[config.mk]
export PLATFORM = sky130hd
export DESIGN_NAME = fpu_issue_ctrl_flat
export DESIGN_NICKNAME = d
export VERILOG_FILES = /design/src/rtl/fpu_issue_ctrl_if.sv /design/src/rtl/fpu_issue_ctrl.sv /design/src/flat_wrapper.sv
export SDC_FILE = /design/constraint.sdc
export NUM_CORES = 1
export LEC_CHECK = 0
export BUFFER_PORTS_ARGS = -buffer_cell sky130_fd_sc_hd__buf_2
export CAP_MARGIN = 20
export CELL_PAD_IN_SITES_DETAIL_PLACEMENT = 1
export CELL_PAD_IN_SITES_GLOBAL_PLACEMENT = 1
export CORE_UTILIZATION = 49
export DETAILED_ROUTE_END_ITERATION = 10
export GPL_TIMING_DRIVEN = 0
export PLACE_DENSITY_LB_ADDON = 0.1
export SLEW_MARGIN = 20
export SYNTH_ARGS = -nofsm -noshare
export SYNTH_HDL_FRONTEND = slang
export SYNTH_SLANG_ARGS = --single-unit
export TNS_END_PERCENT = 5
[constraint.sdc]
create_clock -name clk_i -period 4.4 [get_ports clk_i]
set_input_delay 0.66 -clock clk_i [delete_from_list [all_inputs] [get_ports clk_i]]
set_output_delay 0.66 -clock clk_i [all_outputs]
set_load 0.02 [all_outputs]
[src/rtl/fpu_issue_ctrl_if.sv]
// fpu_issue_ctrl_if
//   Bundles the three handshake channels around the FPU issue controller:
//     req_*      issue stage -> controller (valid/ready)
//     fpu_*      controller -> FPU wrapper request (valid/ready)
//     fpu_res_*  FPU wrapper -> controller result (valid only, no backpressure)
//     wb_*       controller -> commit writeback (valid/ready)
//   slave  : controller side (fpu_issue_ctrl)
//   master : environment side (issue stage, FPU wrapper, commit)
interface fpu_issue_ctrl_if #(
    parameter int TRANS_ID_BITS = 3,
    parameter int FLEN          = 64,
    parameter int OP_W          = 2,
    parameter int EXC_W         = 6
);
    logic                     req_valid;
    logic                     req_ready;
    logic [OP_W-1:0]          req_op;
    logic [1:0]               req_fmt;
    logic [2:0]               req_rm;
    logic [TRANS_ID_BITS-1:0] req_trans_id;

    logic                     fpu_valid;
    logic                     fpu_ready;
    logic [OP_W-1:0]          fpu_op;
    logic [1:0]               fpu_fmt;
    logic [2:0]               fpu_rm;
    logic [TRANS_ID_BITS-1:0] fpu_tid;

    logic                     fpu_res_valid;
    logic [TRANS_ID_BITS-1:0] fpu_res_tid;
    logic [FLEN-1:0]          fpu_res;
    logic [EXC_W-1:0]         fpu_res_exc;

    logic                     wb_valid;
    logic                     wb_ready;
    logic [TRANS_ID_BITS-1:0] wb_tid;
    logic [FLEN-1:0]          wb_result;
    logic [EXC_W-1:0]         wb_exc;

    modport slave (
        input  req_valid, req_op, req_fmt, req_rm, req_trans_id,
        output req_ready,
        output fpu_valid, fpu_op, fpu_fmt, fpu_rm, fpu_tid,
        input  fpu_ready,
        input  fpu_res_valid, fpu_res_tid, fpu_res, fpu_res_exc,
        output wb_valid, wb_tid, wb_result, wb_exc,
        input  wb_ready
    );

    modport master (
        output req_valid, req_op, req_fmt, req_rm, req_trans_id,
        input  req_ready,
        input  fpu_valid, fpu_op, fpu_fmt, fpu_rm, fpu_tid,
        output fpu_ready,
        output fpu_res_valid, fpu_res_tid, fpu_res, fpu_res_exc,
        input  wb_valid, wb_tid, wb_result, wb_exc,
        output wb_ready
    );
endinterface

[src/rtl/fpu_issue_ctrl.sv]
// fpu_issue_ctrl
//   Initiator side of the FPU wrapper. Registers one op from the issue stage,
//   presents it to the FPU wrapper, tracks in-flight ops with a credit pool of
//   RES_DEPTH, and buffers unbackpressured results in a writeback FIFO drained
//   by commit. A credit covers an op from acceptance until its writeback pop,
//   so the FIFO can never overflow and no result is dropped. Flush empties the
//   issue register and FIFO, then drains (discards) results still in flight.
// Ports
//   clk_i, rst_i  clock, synchronous active-high reset
//   flush_i       discard all held, in-flight and buffered ops
//   busy_o        any op held, in flight or buffered
//   bus           fpu_issue_ctrl_if.slave: req_*, fpu_*, fpu_res_*, wb_*
//   perf_issued_o FPU handshake count      (FPU_ISSUE_PERF_EN only)
//   perf_stall_o  cycles of fpu_valid&!fpu_ready (FPU_ISSUE_PERF_EN only)
// Configuration
//   FPU_ISSUE_PERF_EN  adds the two 32-bit perf counters (cleared by reset only)
module fpu_issue_ctrl #(
    parameter int TRANS_ID_BITS = 3,
    parameter int FLEN          = 64,
    parameter int OP_W          = 2,
    parameter int EXC_W         = 6,
    parameter int RES_DEPTH     = 4
) (
    input  logic        clk_i,
    input  logic        rst_i,
    input  logic        flush_i,
`ifdef FPU_ISSUE_PERF_EN
    output logic [31:0] perf_issued_o,
    output logic [31:0] perf_stall_o,
`endif
    output logic        busy_o,
    fpu_issue_ctrl_if.slave bus
);
    localparam int AW = $clog2(RES_DEPTH);
    localparam int CW = AW + 1;
    localparam logic [CW-1:0] DEPTH_C = CW'(RES_DEPTH);

    localparam logic [0:0] ST_RUN   = 1'b0;
    localparam logic [0:0] ST_DRAIN = 1'b1;

    logic [0:0]               state, state_nxt;
    logic                     reg_full;
    logic [OP_W-1:0]          reg_op;
    logic [1:0]               reg_fmt;
    logic [2:0]               reg_rm;
    logic [TRANS_ID_BITS-1:0] reg_tid;
    logic [CW-1:0]            credits, credits_nxt;
    logic [CW-1:0]            inflight, inflight_nxt;
    logic [CW-1:0]            wr_ptr, rd_ptr, fifo_count;

    logic [TRANS_ID_BITS-1:0] mem_tid [RES_DEPTH];
    logic [FLEN-1:0]          mem_res [RES_DEPTH];
    logic [EXC_W-1:0]         mem_exc [RES_DEPTH];

    logic run, flush_run, req_fire, fpu_fire, res_ok, push, pop;

    assign run        = (state == ST_RUN);
    assign flush_run  = flush_i & run;
    assign fifo_count = wr_ptr - rd_ptr;

    // Back-to-back issue: a full register may refill in the cycle it hands off.
    assign bus.req_ready = run & (credits != '0) & (~reg_full | bus.fpu_ready);
    assign req_fire      = bus.req_valid & bus.req_ready & ~flush_i;
    assign fpu_fire      = reg_full & bus.fpu_ready;

    // A result with nothing in flight is stale (issued before a reset); ignore it.
    assign res_ok = bus.fpu_res_valid & (inflight != '0);
    assign push   = res_ok & run & ~flush_i;

    assign bus.wb_valid  = run & (fifo_count != '0);
    assign pop           = bus.wb_valid & bus.wb_ready & ~flush_i;
    assign bus.wb_tid    = bus.wb_valid ? mem_tid[rd_ptr[AW-1:0]] : '0;
    assign bus.wb_result = bus.wb_valid ? mem_res[rd_ptr[AW-1:0]] : '0;
    assign bus.wb_exc    = bus.wb_valid ? mem_exc[rd_ptr[AW-1:0]] : '0;

    assign bus.fpu_valid = reg_full;
    assign bus.fpu_op    = reg_op;
    assign bus.fpu_fmt   = reg_fmt;
    assign bus.fpu_rm    = reg_rm;
    assign bus.fpu_tid   = reg_tid;

    assign busy_o = reg_full | (inflight != '0) | (fifo_count != '0);

    // An op handed to the FPU in the flush cycle is already in flight and is
    // drained like the others, so it keeps its credit.
    assign inflight_nxt = inflight + CW'(fpu_fire) - CW'(res_ok);

    // NOTE: always_comb assigns every output a default first, so no path can
    // leave a signal unassigned and infer a latch.
    always_comb begin
        credits_nxt = credits;
        if (flush_run) begin
            credits_nxt = credits + fifo_count + CW'(reg_full & ~fpu_fire) + CW'(res_ok);
        end else if (!run) begin
            credits_nxt = credits + CW'(res_ok);
        end else begin
            credits_nxt = credits - CW'(req_fire) + CW'(pop);
        end
    end

    always_comb begin
        state_nxt = state;
        case (state)
            ST_RUN:   if (flush_i && inflight_nxt != '0) state_nxt = ST_DRAIN;
            ST_DRAIN: if (inflight_nxt == '0) state_nxt = ST_RUN;
            default:  state_nxt = ST_RUN;
        endcase
    end

    // NOTE: sequential state uses non-blocking assignments so every register
    // samples the pre-edge values regardless of statement order.
    always_ff @(posedge clk_i) begin
        if (rst_i) begin
            state    <= ST_RUN;
            reg_full <= 1'b0;
            reg_op   <= '0;
            reg_fmt  <= '0;
            reg_rm   <= '0;
            reg_tid  <= '0;
            credits  <= DEPTH_C;
            inflight <= '0;
            wr_ptr   <= '0;
            rd_ptr   <= '0;
        end else begin
            state    <= state_nxt;
            credits  <= credits_nxt;
            inflight <= inflight_nxt;

            if (flush_run) begin
                reg_full <= 1'b0;
            end else if (req_fire) begin
                reg_full <= 1'b1;
                reg_op   <= bus.req_op;
                reg_fmt  <= bus.req_fmt;
                reg_rm   <= bus.req_rm;
                reg_tid  <= bus.req_trans_id;
            end else if (fpu_fire) begin
                reg_full <= 1'b0;
            end

            if (flush_run) begin
                wr_ptr <= '0;
                rd_ptr <= '0;
            end else begin
                if (push) wr_ptr <= wr_ptr + CW'(1);
                if (pop)  rd_ptr <= rd_ptr + CW'(1);
            end
        end
    end

    // NOTE: FIFO storage has no reset; the pointers define which entries are
    // valid and the head fields are gated to zero while empty.
    always_ff @(posedge clk_i) begin
        if (push) begin
            mem_tid[wr_ptr[AW-1:0]] <= bus.fpu_res_tid;
            mem_res[wr_ptr[AW-1:0]] <= bus.fpu_res;
            mem_exc[wr_ptr[AW-1:0]] <= bus.fpu_res_exc;
        end
    end

`ifdef FPU_ISSUE_PERF_EN
    always_ff @(posedge clk_i) begin
        if (rst_i) begin
            perf_issued_o <= '0;
            perf_stall_o  <= '0;
        end else begin
            if (fpu_fire)                    perf_issued_o <= perf_issued_o + 32'd1;
            if (reg_full && !bus.fpu_ready)  perf_stall_o  <= perf_stall_o + 32'd1;
        end
    end
`endif

`ifndef SYNTHESIS
    a_no_overflow: assert property (@(posedge clk_i) disable iff (rst_i)
        !(push && !pop && fifo_count == DEPTH_C));
    a_credit_sum: assert property (@(posedge clk_i) disable iff (rst_i)
        (credits + CW'(reg_full) + inflight + fifo_count) == DEPTH_C);
`endif
endmodule

[src/flat_wrapper.sv]
// flat-port wrapper written by rule: the top's interface ports become plain ports
module fpu_issue_ctrl_flat 
#(
    parameter int TRANS_ID_BITS = 3,
    parameter int FLEN          = 64,
    parameter int OP_W          = 2,
    parameter int EXC_W         = 6,
    parameter int RES_DEPTH     = 4
)
  (clk_i, rst_i, flush_i, busy_o, bus_req_valid, bus_req_op, bus_req_fmt, bus_req_rm, bus_req_trans_id, bus_req_ready, bus_fpu_valid, bus_fpu_op, bus_fpu_fmt, bus_fpu_rm, bus_fpu_tid, bus_fpu_ready, bus_fpu_res_valid, bus_fpu_res_tid, bus_fpu_res, bus_fpu_res_exc, bus_wb_valid, bus_wb_tid, bus_wb_result, bus_wb_exc, bus_wb_ready);
  fpu_issue_ctrl_if #(.TRANS_ID_BITS(TRANS_ID_BITS), .FLEN(FLEN), .OP_W(OP_W), .EXC_W(EXC_W)) bus_i ();
  input  logic clk_i;
  input  logic rst_i;
  input  logic flush_i;
  output logic busy_o;
  input wire logic [$bits(bus_i.req_valid)-1:0] bus_req_valid;
  input wire logic [$bits(bus_i.req_op)-1:0] bus_req_op;
  input wire logic [$bits(bus_i.req_fmt)-1:0] bus_req_fmt;
  input wire logic [$bits(bus_i.req_rm)-1:0] bus_req_rm;
  input wire logic [$bits(bus_i.req_trans_id)-1:0] bus_req_trans_id;
  output wire logic [$bits(bus_i.req_ready)-1:0] bus_req_ready;
  output wire logic [$bits(bus_i.fpu_valid)-1:0] bus_fpu_valid;
  output wire logic [$bits(bus_i.fpu_op)-1:0] bus_fpu_op;
  output wire logic [$bits(bus_i.fpu_fmt)-1:0] bus_fpu_fmt;
  output wire logic [$bits(bus_i.fpu_rm)-1:0] bus_fpu_rm;
  output wire logic [$bits(bus_i.fpu_tid)-1:0] bus_fpu_tid;
  input wire logic [$bits(bus_i.fpu_ready)-1:0] bus_fpu_ready;
  input wire logic [$bits(bus_i.fpu_res_valid)-1:0] bus_fpu_res_valid;
  input wire logic [$bits(bus_i.fpu_res_tid)-1:0] bus_fpu_res_tid;
  input wire logic [$bits(bus_i.fpu_res)-1:0] bus_fpu_res;
  input wire logic [$bits(bus_i.fpu_res_exc)-1:0] bus_fpu_res_exc;
  output wire logic [$bits(bus_i.wb_valid)-1:0] bus_wb_valid;
  output wire logic [$bits(bus_i.wb_tid)-1:0] bus_wb_tid;
  output wire logic [$bits(bus_i.wb_result)-1:0] bus_wb_result;
  output wire logic [$bits(bus_i.wb_exc)-1:0] bus_wb_exc;
  input wire logic [$bits(bus_i.wb_ready)-1:0] bus_wb_ready;
  assign bus_i.req_valid = bus_req_valid;
  assign bus_i.req_op = bus_req_op;
  assign bus_i.req_fmt = bus_req_fmt;
  assign bus_i.req_rm = bus_req_rm;
  assign bus_i.req_trans_id = bus_req_trans_id;
  assign bus_req_ready = bus_i.req_ready;
  assign bus_fpu_valid = bus_i.fpu_valid;
  assign bus_fpu_op = bus_i.fpu_op;
  assign bus_fpu_fmt = bus_i.fpu_fmt;
  assign bus_fpu_rm = bus_i.fpu_rm;
  assign bus_fpu_tid = bus_i.fpu_tid;
  assign bus_i.fpu_ready = bus_fpu_ready;
  assign bus_i.fpu_res_valid = bus_fpu_res_valid;
  assign bus_i.fpu_res_tid = bus_fpu_res_tid;
  assign bus_i.fpu_res = bus_fpu_res;
  assign bus_i.fpu_res_exc = bus_fpu_res_exc;
  assign bus_wb_valid = bus_i.wb_valid;
  assign bus_wb_tid = bus_i.wb_tid;
  assign bus_wb_result = bus_i.wb_result;
  assign bus_wb_exc = bus_i.wb_exc;
  assign bus_i.wb_ready = bus_wb_ready;
  fpu_issue_ctrl #(.TRANS_ID_BITS(TRANS_ID_BITS), .FLEN(FLEN), .OP_W(OP_W), .EXC_W(EXC_W), .RES_DEPTH(RES_DEPTH)) u_core (.clk_i(clk_i), .rst_i(rst_i), .flush_i(flush_i), .busy_o(busy_o), .bus(bus_i));
endmodule
Word-level counts from Yosys, hierarchy flattened
Memories as Yosys holds them, arrays and structs flattened. A register that Yosys moved wholly into a read port is not among the register bits.
Index checks and enable logic that the tools add are counted.

word-level totals
  register bits after elaboration = 24
  bits in writable memories = 292
  word-level logic and storage cells = 72
  memories = 3

memory list
  name            words  width  read ports  clocked after memory_dff  write ports  line                  RTL
  u_core.mem_res  4      64     1           1                         1            fpu_issue_ctrl.sv:52  logic [FLEN-1:0] mem_res [RES_DEPTH];
  u_core.mem_exc  4      6      1           1                         1            fpu_issue_ctrl.sv:53  logic [EXC_W-1:0] mem_exc [RES_DEPTH];
  u_core.mem_tid  4      3      1           1                         1            fpu_issue_ctrl.sv:51  logic [TRANS_ID_BITS-1:0] mem_tid [RES_DEPTH];

operators by class
  add/sub/neg operators = 11
  multiplexer cells = 18
  bitwise logic cells = 21
  reductions and logical operators = 9

operators by type and width
  operator             number
  $mux 64              1
  $add 3x1->3          4
  $and 1x1->1          12
  $mux 2               6
  $reduce_bool 3->1    4
  $mux 3               3
  $add 3x1->3 const B  2
  $add 3x3->3          2
  $mux 1               6
  $mux 6               1
  $sub 3x1->3          2
  $not 1->1            4
  $and 1x3->3          1
  $logic_not 3->1      1
  $not 1->3            1
  $or 1x1->1           3
  $sub 3x3->3          1
  $pmux 1 s2           1
  $reduce_and 2->1     1
  $reduce_bool 2->1    1
  $reduce_or 2->1      1
  $logic_and 1x1->1    1

Depth between registers and ports, before layout
Gate-level depths: netlist (run 1).

  depth in word-level cells = 9
  gate-level depth with buffers = 12
  depth with buffers taken out = 11

Worst setup path before layout (run 1)
OpenSTA, ideal clock, no wires.

  kind = input to register
  from = in flush_i
  to = mem u_core.mem_exc[3][0], enable pin
  setup time = 0.441 ns
  arrival time = 2.933 ns
  data required time = 3.959 ns
  slack = 1.025 ns
  stages on the path = 3
  buffers on the path = 1
  cell sequence = clkbuf_1 > nor2_1 > and3_1

between the ends
  word-level cells in the longest chain between the ends = 4

ends and longest elaborated chain
  item                          line                   RTL
  from (decl)                   flat_wrapper.sv:14     input logic flush_i;
  $not 1->1                     fpu_issue_ctrl.sv:68   assign push = res_ok & run & ~flush_i;
  $and 1x1->1                   fpu_issue_ctrl.sv:68
  $mux 1                        fpu_issue_ctrl.sv:154  if (push) begin
  $mux 1 (implied by the code)  fpu_issue_ctrl.sv:157  mem_exc[wr_ptr[AW-1:0]] <= bus.fpu_res_exc;
  to (decl)                     fpu_issue_ctrl.sv:53

No other way between the ends.

Final worst setup path (run 1)
  from = reg u_core.wr_ptr[0]
  to = out bus_wb_result[60]

between the ends
  word-level cells in the longest chain between the ends = 4

ends and longest elaborated chain
  item                    line                   RTL
  from (decl)             fpu_issue_ctrl.sv:49   logic [CW-1:0] wr_ptr, rd_ptr, fifo_count;
  from (signal assigned)  fpu_issue_ctrl.sv:145  if (push) wr_ptr <= wr_ptr + CW'(1);
  $sub 3x3->3             fpu_issue_ctrl.sv:59   assign fifo_count = wr_ptr - rd_ptr;
  $reduce_bool 3->1       fpu_issue_ctrl.sv:70   assign bus.wb_valid = run & (fifo_count != '0);
  $and 1x1->1             fpu_issue_ctrl.sv:70
  $mux 64                 fpu_issue_ctrl.sv:73   assign bus.wb_result = bus.wb_valid ? mem_res[rd_ptr[AW-1:0]] : '0;
  to (decl)               flat_wrapper.sv:34     output wire logic [$bits(bus_i.wb_result)-1:0] bus_wb_result;

No other way between the ends.

==> key figures, run 1 <==
Placed design
  • Dpl hpwl: 16900 um
  • Dpl cells: 1115
  • PortBufs: 174
  • Dpl cell area: 0.0141 mm2
  • Routability Congestion: 0.735

Status
  • Status: completed

Synthesis
  • Synth Area in Simple Gates: 7.29%
  • Seq cells post-synth: between 300 and 400
  • Post-Syn Area: 0.0127 mm2
  • Combinational family with the most area after synthesis: multiplexers
  • Syn nets: 716
  • Compound-gate portion of the synthesized area: 0.611%
  • Synth unique cells: 36
  • Mux contribution to synthesized area: 14.0%
  • Synth Area in Adders: between 2 and 2.5%
  • Synth Area in XOR/XNOR: 0.975%
  • Seq/Total Area, Yosys: 73.1%
  • Synth Instances: about 610
  • Syn Area/Cell: 20.9 um2
  • Synthesis Warnings: 0

Worst setup path
  • CP cell instances: inv_1 -> ha_1 -> fa_1 -> xnor3_1 -> and3_4 -> or2_1 -> clkbuf_1 -> nor2b_1 -> buf_2
  • CP arrival: around 3000 ps
  • Crit path launch type: flip-flop
  • Delay-heaviest family, CP: buffers and inverters
  • Buffers & Inverters on Critical Path: 3
  • Slowest-stage cell, CP: clkbuf_1
  • CP Capture Type: output pin
  • Worst reg-to-reg setup slack: 1410 ps
  • Setup CP Type: reg2out
  • Required time worst endpoint: 3740 ps
  • Crit path max fanout: 10
  • Largest stage delay on the critical path: 430 ps

Finish
  • Share of layout cells above drive strength 1: ~44%
  • Area growth, synth to finish: 19.2%
  • Commonest non-fill, non-tap cell in the layout: edfxtp_1
  • Non-filler cells, final: 1178
  • Post-layout nets: 931
  • Most frequent cells in the layout: edfxtp_1, buf_2, mux4_2
  • Finished Core Util: 59.8%
  • Final instance area: between 0.015 and 0.02 mm2

Routing
  • WL/cell: 22.3 um
  • Drt via density: 5.39
  • Residual DRC count: 0
  • 1st-iter DRT viols: 360
  • Total Wirelength: 26200 um
  • Post-DRT Antenna Nets: 0
  • Via Count: 6353
  • DR pass1 iterations: 4

Clock network
  • Clk buf depth: 3
  • Worst-path clk slew: 60 ps
  • H-tree levels: 2
  • CTS tree: yes
  • Post-CTS Setup Bufs: 0
  • Cts repair resizes: 0
  • Clk sinks: 318
  • Root Driver: clkbuf_16
  • Hold Buf Count CTS: 0
  • Skew-Pair Late Insertion Delay: between 500 and 600 ps
  • TritonCTS Buffers: 35

Power and ir drop
  • Pleak: between 0.005 and 0.006 uW
  • Power per cell area: 471 mW/mm2
  • Peak VDD IR: 0.340 mV
  • Pwr Total: 7130 uW

STA
  • Max_slew headroom: 50.3%
  • Final worst-path cycle share: 84.2%
  • Setup TNS: 0 ps
  • Final Hold Vio Count: 0
  • RSZ-0062 raised after global routing: no
  • Max Freq: 0.270 GHz
  • Setup Viol. Count Final: 0
  • Tmin final: ~3700 ps
  • Slew Viols, Final: 0
  • Slew @ Worst Pin: 745 ps
  • Max Clock Skew: 10.9 ps

Global routing
  • Vias in the first global route: 7189
  • First-pass GRT wire length: a little over 40000 um
  • Initial antenna violation count: 4
  • GRT overflow: 0
  • GRT Resource Usage Total: 20.6%
  • Largest net degree at the start of global routing: between 40 and 50

Die
  • Die width: about 160 um
  • Ports: 177
  • Die area: approximately 0.027 mm2
  • Vert. Die Dim: between 150 and 200 um
  • Starting density of the core: 50.1%
  • Floorplan row count: between 50 and 60
  • Core region area: roughly 0.025 mm2

Job
  • Max cap viols: 0

Worst hold path
  • Hold WC Path Type: in2reg
[layout make-up]
type / count / area [um2]
Fill cell: 2251 / 10200
Sequential cell: 318 / 9290
Multi-Input combinational cell: 246 / 3210
Timing Repair Buffer: 178 / 981
Clock buffer: 47 / 942
Tap cell: 330 / 413
Buffer: 29 / 173
Clock inverter: 15 / 80.1
Inverter: 14 / 52.6
Antenna cell: 1 / 2.50
[registers in the layout, summed over array words and instances, names as in the netlist, 3 cells and up, named ones only]
signal and cells:
u_core.bus.fpu_rm 3, u_core.bus.fpu_tid 3, u_core.credits 3, u_core.inflight 3
u_core.mem_exc 24, u_core.mem_res 256, u_core.mem_tid 12, u_core.rd_ptr 3
u_core.wr_ptr 3
[per-stage QoR]
| step | worst slack, ps | hold slack, ps |
|---|---|---|
| after floorplan | 1030 | 458 |
| after global placement | -573 | 467 |
| after detailed placement | 1050 | 488 |
| after CTS | 648 | 339 |
| after global routing | 543 | 348 |
| final | 697 | 364 |
[power breakdown]
group	switching, uW	internal (uW)
sequential	68.9	3460
clock	1110	1510
combinational	556	421
total	1740	5390
[final timing paths]
path,cells past startpoint,start,to
setup / recovery,9,u_core.wr_ptr[0],bus_wb_result[60]
hold / removal,1,bus_fpu_res_exc[3],u_core.mem_exc[2][3]
setup reg to reg,10,u_core.wr_ptr[0],u_core.credits[2]
hold reg to reg,2,u_core.bus.fpu_op[0],u_core.bus.fpu_op[0]
[cells by family after synthesis]
| kind of cell | count (synthesis) |
|---|---|
| flip-flops | 318 |
| XOR/XNOR | 11 |
| AND/OR/NAND/NOR | 117 |
| buffers and inverters | 43 |
| multiplexers | 87 |
| AO/OA/AOI/OAI | 12 |
| adder cells (fa/ha/maj) | 19 |
[layer usage]
| layer | track usage (%) | up-vias | share of wire [%] |
|---|---|---|---|
| met2 | 36.4 | 164 | 53 |
| met5 | 0 | - | 0.11 |
| met1 | 25.3 | 3308 | 40 |
| met4 | 5.90 | 6 | 1.9 |
| met3 | 4.48 | 45 | 5.5 |
| li1 | - | 2830 | - |
[cells in the mapped netlist (all sizes together)]
cell | n | area share [%]
edfxtp | 292 | 69
nor2b | 74 | 5.6
mux4 | 73 | 13
dfxtp | 26 | 4.1
nor2 | 26 | 0.77
buf | 17 | 1.0
ha | 14 | 1.4
inv | 14 | 0.41
mux2i | 14 | 1.1
clkbuf | 12 | 0.35
a21oi | 6 | 0.24
xnor2 | 6 | 0.41
and3 | 5 | 0.29
fa | 5 | 0.79
xor2 | 3 | 0.21
and2 | 2 | 0.098
nor3 | 2 | 0.079
nor4 | 2 | 0.15
o21ai | 2 | 0.079
xnor3 | 2 | 0.35
a21o | 1 | 0.059
a311oi | 1 | 0.069
a31oi | 1 | 0.098
nand2 | 1 | 0.030
nand2b | 1 | 0.049
nand3 | 1 | 0.039
nand3b | 1 | 0.059
o31a | 1 | 0.069
or2 | 1 | 0.049
or3b | 1 | 0.069
No activity file was read; power rests on OpenSTA's default activity.
==> inputs of run 2 (changes only) <==
CORE_UTILIZATION = 45   (was 49)
clock period = 3.27 ns   (was 4.4 ns; I/O delays follow)
==> run 2 against run 1 <==
  * Via count is 0.30% lower
  * Critical endpoint is now bus_wb_result[5]
  * Clock skew is 1.3 ps higher
  * First-iteration DRC count is 7.8% lower
==> key figures, run 2 (synthesis gave the netlist of run 1 again) <==
Status
  • Status: completed (unchanged)

Worst setup path
  • Cells on worst reg2reg path: 13 (was 10)
  • CP Capture Type: output pin (unchanged)
  • Setup CP Type: reg2out (unchanged)
  • Crit path max fanout: 5 (was 10)
  • Worst reg-to-reg setup slack: 300 ps (was 1410 ps)
  • Reg-to-reg endpoint: u_core.credits[1] (was u_core.credits[2])
  • Required time worst endpoint: 2780 ps (was 3740 ps)
  • Crit Reg-Reg Startpoint: u_core.wr_ptr[0] (unchanged)
  • CP arrival: 2770 ps (was 3040 ps)
  • CP cell instances: inv_4 -> ha_4 -> fa_2 -> xnor3_2 -> and3_4 -> or2_4 -> clkbuf_16 -> buf_16 -> nor2b_4 -> buf_6 (was inv_1 -> ha_1 -> fa_1 -> xnor3_1 -> and3_4 -> or2_1 -> clkbuf_1 -> nor2b_1 -> buf_2)
  • Largest stage delay on the critical path: 370 ps (was 430 ps)
  • Crit path launch type: flip-flop (unchanged)
  • Slowest-stage cell, CP: fa_2 (was clkbuf_1)

Power and ir drop
  • Pwr Total: 10000 uW (was 7130 uW)
  • Pleak: 0.00568 uW (was 0.00535 uW)
  • Peak VDD IR: 0.428 mV (was 0.340 mV)
  • Power per cell area: 624 mW/mm2 (was 471 mW/mm2)

Clock network
  • Worst-path clk slew: 60 ps (about the same)
  • Clk buf depth: 3 (unchanged)
  • Skew-Pair Late Insertion Delay: 510 ps (about the same)
  • Clk sinks: 318 (unchanged)
  • CTS tree: yes (unchanged)
  • H-tree levels: 2 (unchanged)
  • Root Driver: clkbuf_16 (unchanged)
  • Hold Buf Count CTS: 0 (unchanged)
  • TritonCTS Buffers: 35 (unchanged)

Placed design
  • Dpl cell area: 0.0142 mm2 (was 0.0141 mm2)
  • Routability Congestion: 0.790 (was 0.735)
  • PortBufs: 174 (unchanged)
  • Dpl hpwl: 16300 um (was 16900 um)
  • Dpl cells: 1163 (was 1115)

Finish
  • Area growth, synth to finish: 26.5% (was 19.2%)
  • Final instance area: 0.0161 mm2 (was 0.0151 mm2)
  • Commonest non-fill, non-tap cell in the layout: edfxtp_1 (unchanged)
  • Fill cells: 2469 (was 2251)
  • Area of the multi-input gates: 0.00338 mm2 (was 0.00321 mm2)
  • Most frequent cells in the layout: edfxtp_1, buf_2, mux4_2 (unchanged)
  • Post-layout nets: 942 (was 931)
  • Finished Core Util: 57.8% (was 59.8%)
  • Reg area: 0.00929 mm2 (about the same)
  • Non-filler cells, final: 1240 (was 1178)
  • Flip-flop count of the largest register after layout: 256 (unchanged)
  • Share of layout cells above drive strength 1: 46.3% (was 44.3%)

STA
  • Max_slew headroom: 48.4% (was 50.3%)
  • Slew @ Worst Pin: 774 ps (was 745 ps)
  • Max Clock Skew: 12.3 ps (was 10.9 ps)
  • Slew Viols, Final: 0 (unchanged)
  • Final worst-path cycle share: 99.6%
  • Tmin final: approximately 3300 ps
  • Final Hold Vio Count: 0 (unchanged)
  • RSZ-0062 raised after global routing: yes (was no)
  • Max Freq: ~0.31 GHz
  • WHS: 191 ps (was 364 ps)
  • Setup Viol. Count Final: 0 (unchanged)

Die
  • Die area: 0.0289 mm2 (was 0.0266 mm2)
  • Floorplan row count: 61 (was 58)
  • Die width: 170 um (was 163 um)
  • Starting density of the core: 45.7% (was 50.1%)
  • Ports: 177 (unchanged)
  • Core region area: 0.0278 mm2 (was 0.0253 mm2)
  • Vert. Die Dim: 170 um (was 163 um)

Routing
  • Residual DRC count: 0 (unchanged)
  • 1st-iter DRT viols: 332 (was 360)
  • Total Wirelength: 26400 um (was 26200 um)
  • Via Count: 6334 (was 6353)
  • WL/cell: 21.3 um (was 22.3 um)
  • DR pass1 iterations: 4 (unchanged)
  • Drt via density: 5.11 (was 5.39)
  • Post-DRT Antenna Nets: 0 (unchanged)

Job
  • Max cap viols: 0 (unchanged)

Global routing
  • GRT overflow: 0 (unchanged)
  • Vias in the first global route: 7010 (was 7189)
  • Largest net degree at the start of global routing: 44 (was 42)
  • GRT Resource Usage Total: 18.4% (was 20.6%)
  • Initial antenna violation count: 4 (unchanged)
  • First-pass GRT wire length: 39500 um (was 40500 um)

Worst hold path
  • Hold path cells: 1 (unchanged)
  • Hold wc startpoint: bus_fpu_res[4] (was bus_fpu_res_exc[3])
  • Hold WC Path Type: in2reg (unchanged)
  • Min-Delay Endpoint: u_core.mem_res[0][4] (was u_core.mem_exc[2][3])
## run 2: cell count changes in the layout (fill, tap and decap cells not counted), sizes merged
cell	previous run	this run
buf	195	200
bufinv	0	2
clkbuf	59	63
clkinv	13	14
clkinvlp	0	1
diode	1	3
inv	16	15
## run 2: what timing repair did
| action | in CTS | in global routing |
|---|---|---|
| cloned | 0 | 6 |
| endpoints found under the setup margin | 74 | 67 |
| setup buffers | 2 | 3 |
| resized for setup | 98 | 74 |
| hold endpoints to repair | 0 | 0 |
| pin swaps | 0 | 3 |
## run 2: cell type report
cell class / instances / share of cell area (%)
Multi-Input combinational cell: 246 / 21.1
Sequential cell: 318 / 57.8
Timing Repair Buffer: 189 / 9.43
Inverter: 14 / 0.343
Buffer: 29 / 1.63
Antenna cell: 3 / 0.0467
Tap cell: 378 / 2.94
Clock inverter: 18 / 0.896
Clock buffer: 45 / 5.82
## run 2: layer usage
| layer | global-route usage [%] | vias to the layer above | part of all wire, % |
|---|---|---|---|
| met1 | 23.2 | 3285 | 42 |
| li1 | - | 2861 | - |
| met2 | 31.8 | 145 | 52 |
| met3 | 3.88 | 41 | 4.3 |
| met4 | 5.37 | 2 | 1.9 |
| met5 | 0 | - | 0.046 |
## run 2: how the worst max path moves through the flow
stage,start,endpoint,slack [ps],cells after the start
finish,u_core.wr_ptr[0],bus_wb_result[5],10,10
global route,u_core.wr_ptr[0],bus_wb_result[5],-50,10
CTS,u_core.wr_ptr[0],bus_wb_result[32],-30,10
detailed placement,flush_i,u_core.credits[2],-2,12
global placement,flush_i,u_core.mem_res[0][53],-1690,3
floorplan,flush_i,u_core.mem_exc[3][0],60,3
## run 2: where the power goes
group          internal (uW)  switching [uW]
registers               4660            87.0
logic                    767             829
clock network           2180            1500
## run 2: per-stage QoR
stage | setup TNS, ps | setup WS [ps]
finish | 0 | 12.9
CTS | -332 | -27.3
global placement | -488600 | -1690
detailed placement | -2.33 | -2.33
floorplan | 0 | 65.0
global route | -1860 | -55.0
## run 2: worst max-delay path, delay by kind of cell, from the launching register on
kind / cells / cell delay (ps)
XOR/XNOR: 1 / 250
AND/OR/NAND/NOR: 3 / 620
adder cells (fa/ha/maj): 2 / 520
flip-flops: 1 / 350
buffers and inverters: 4 / 530
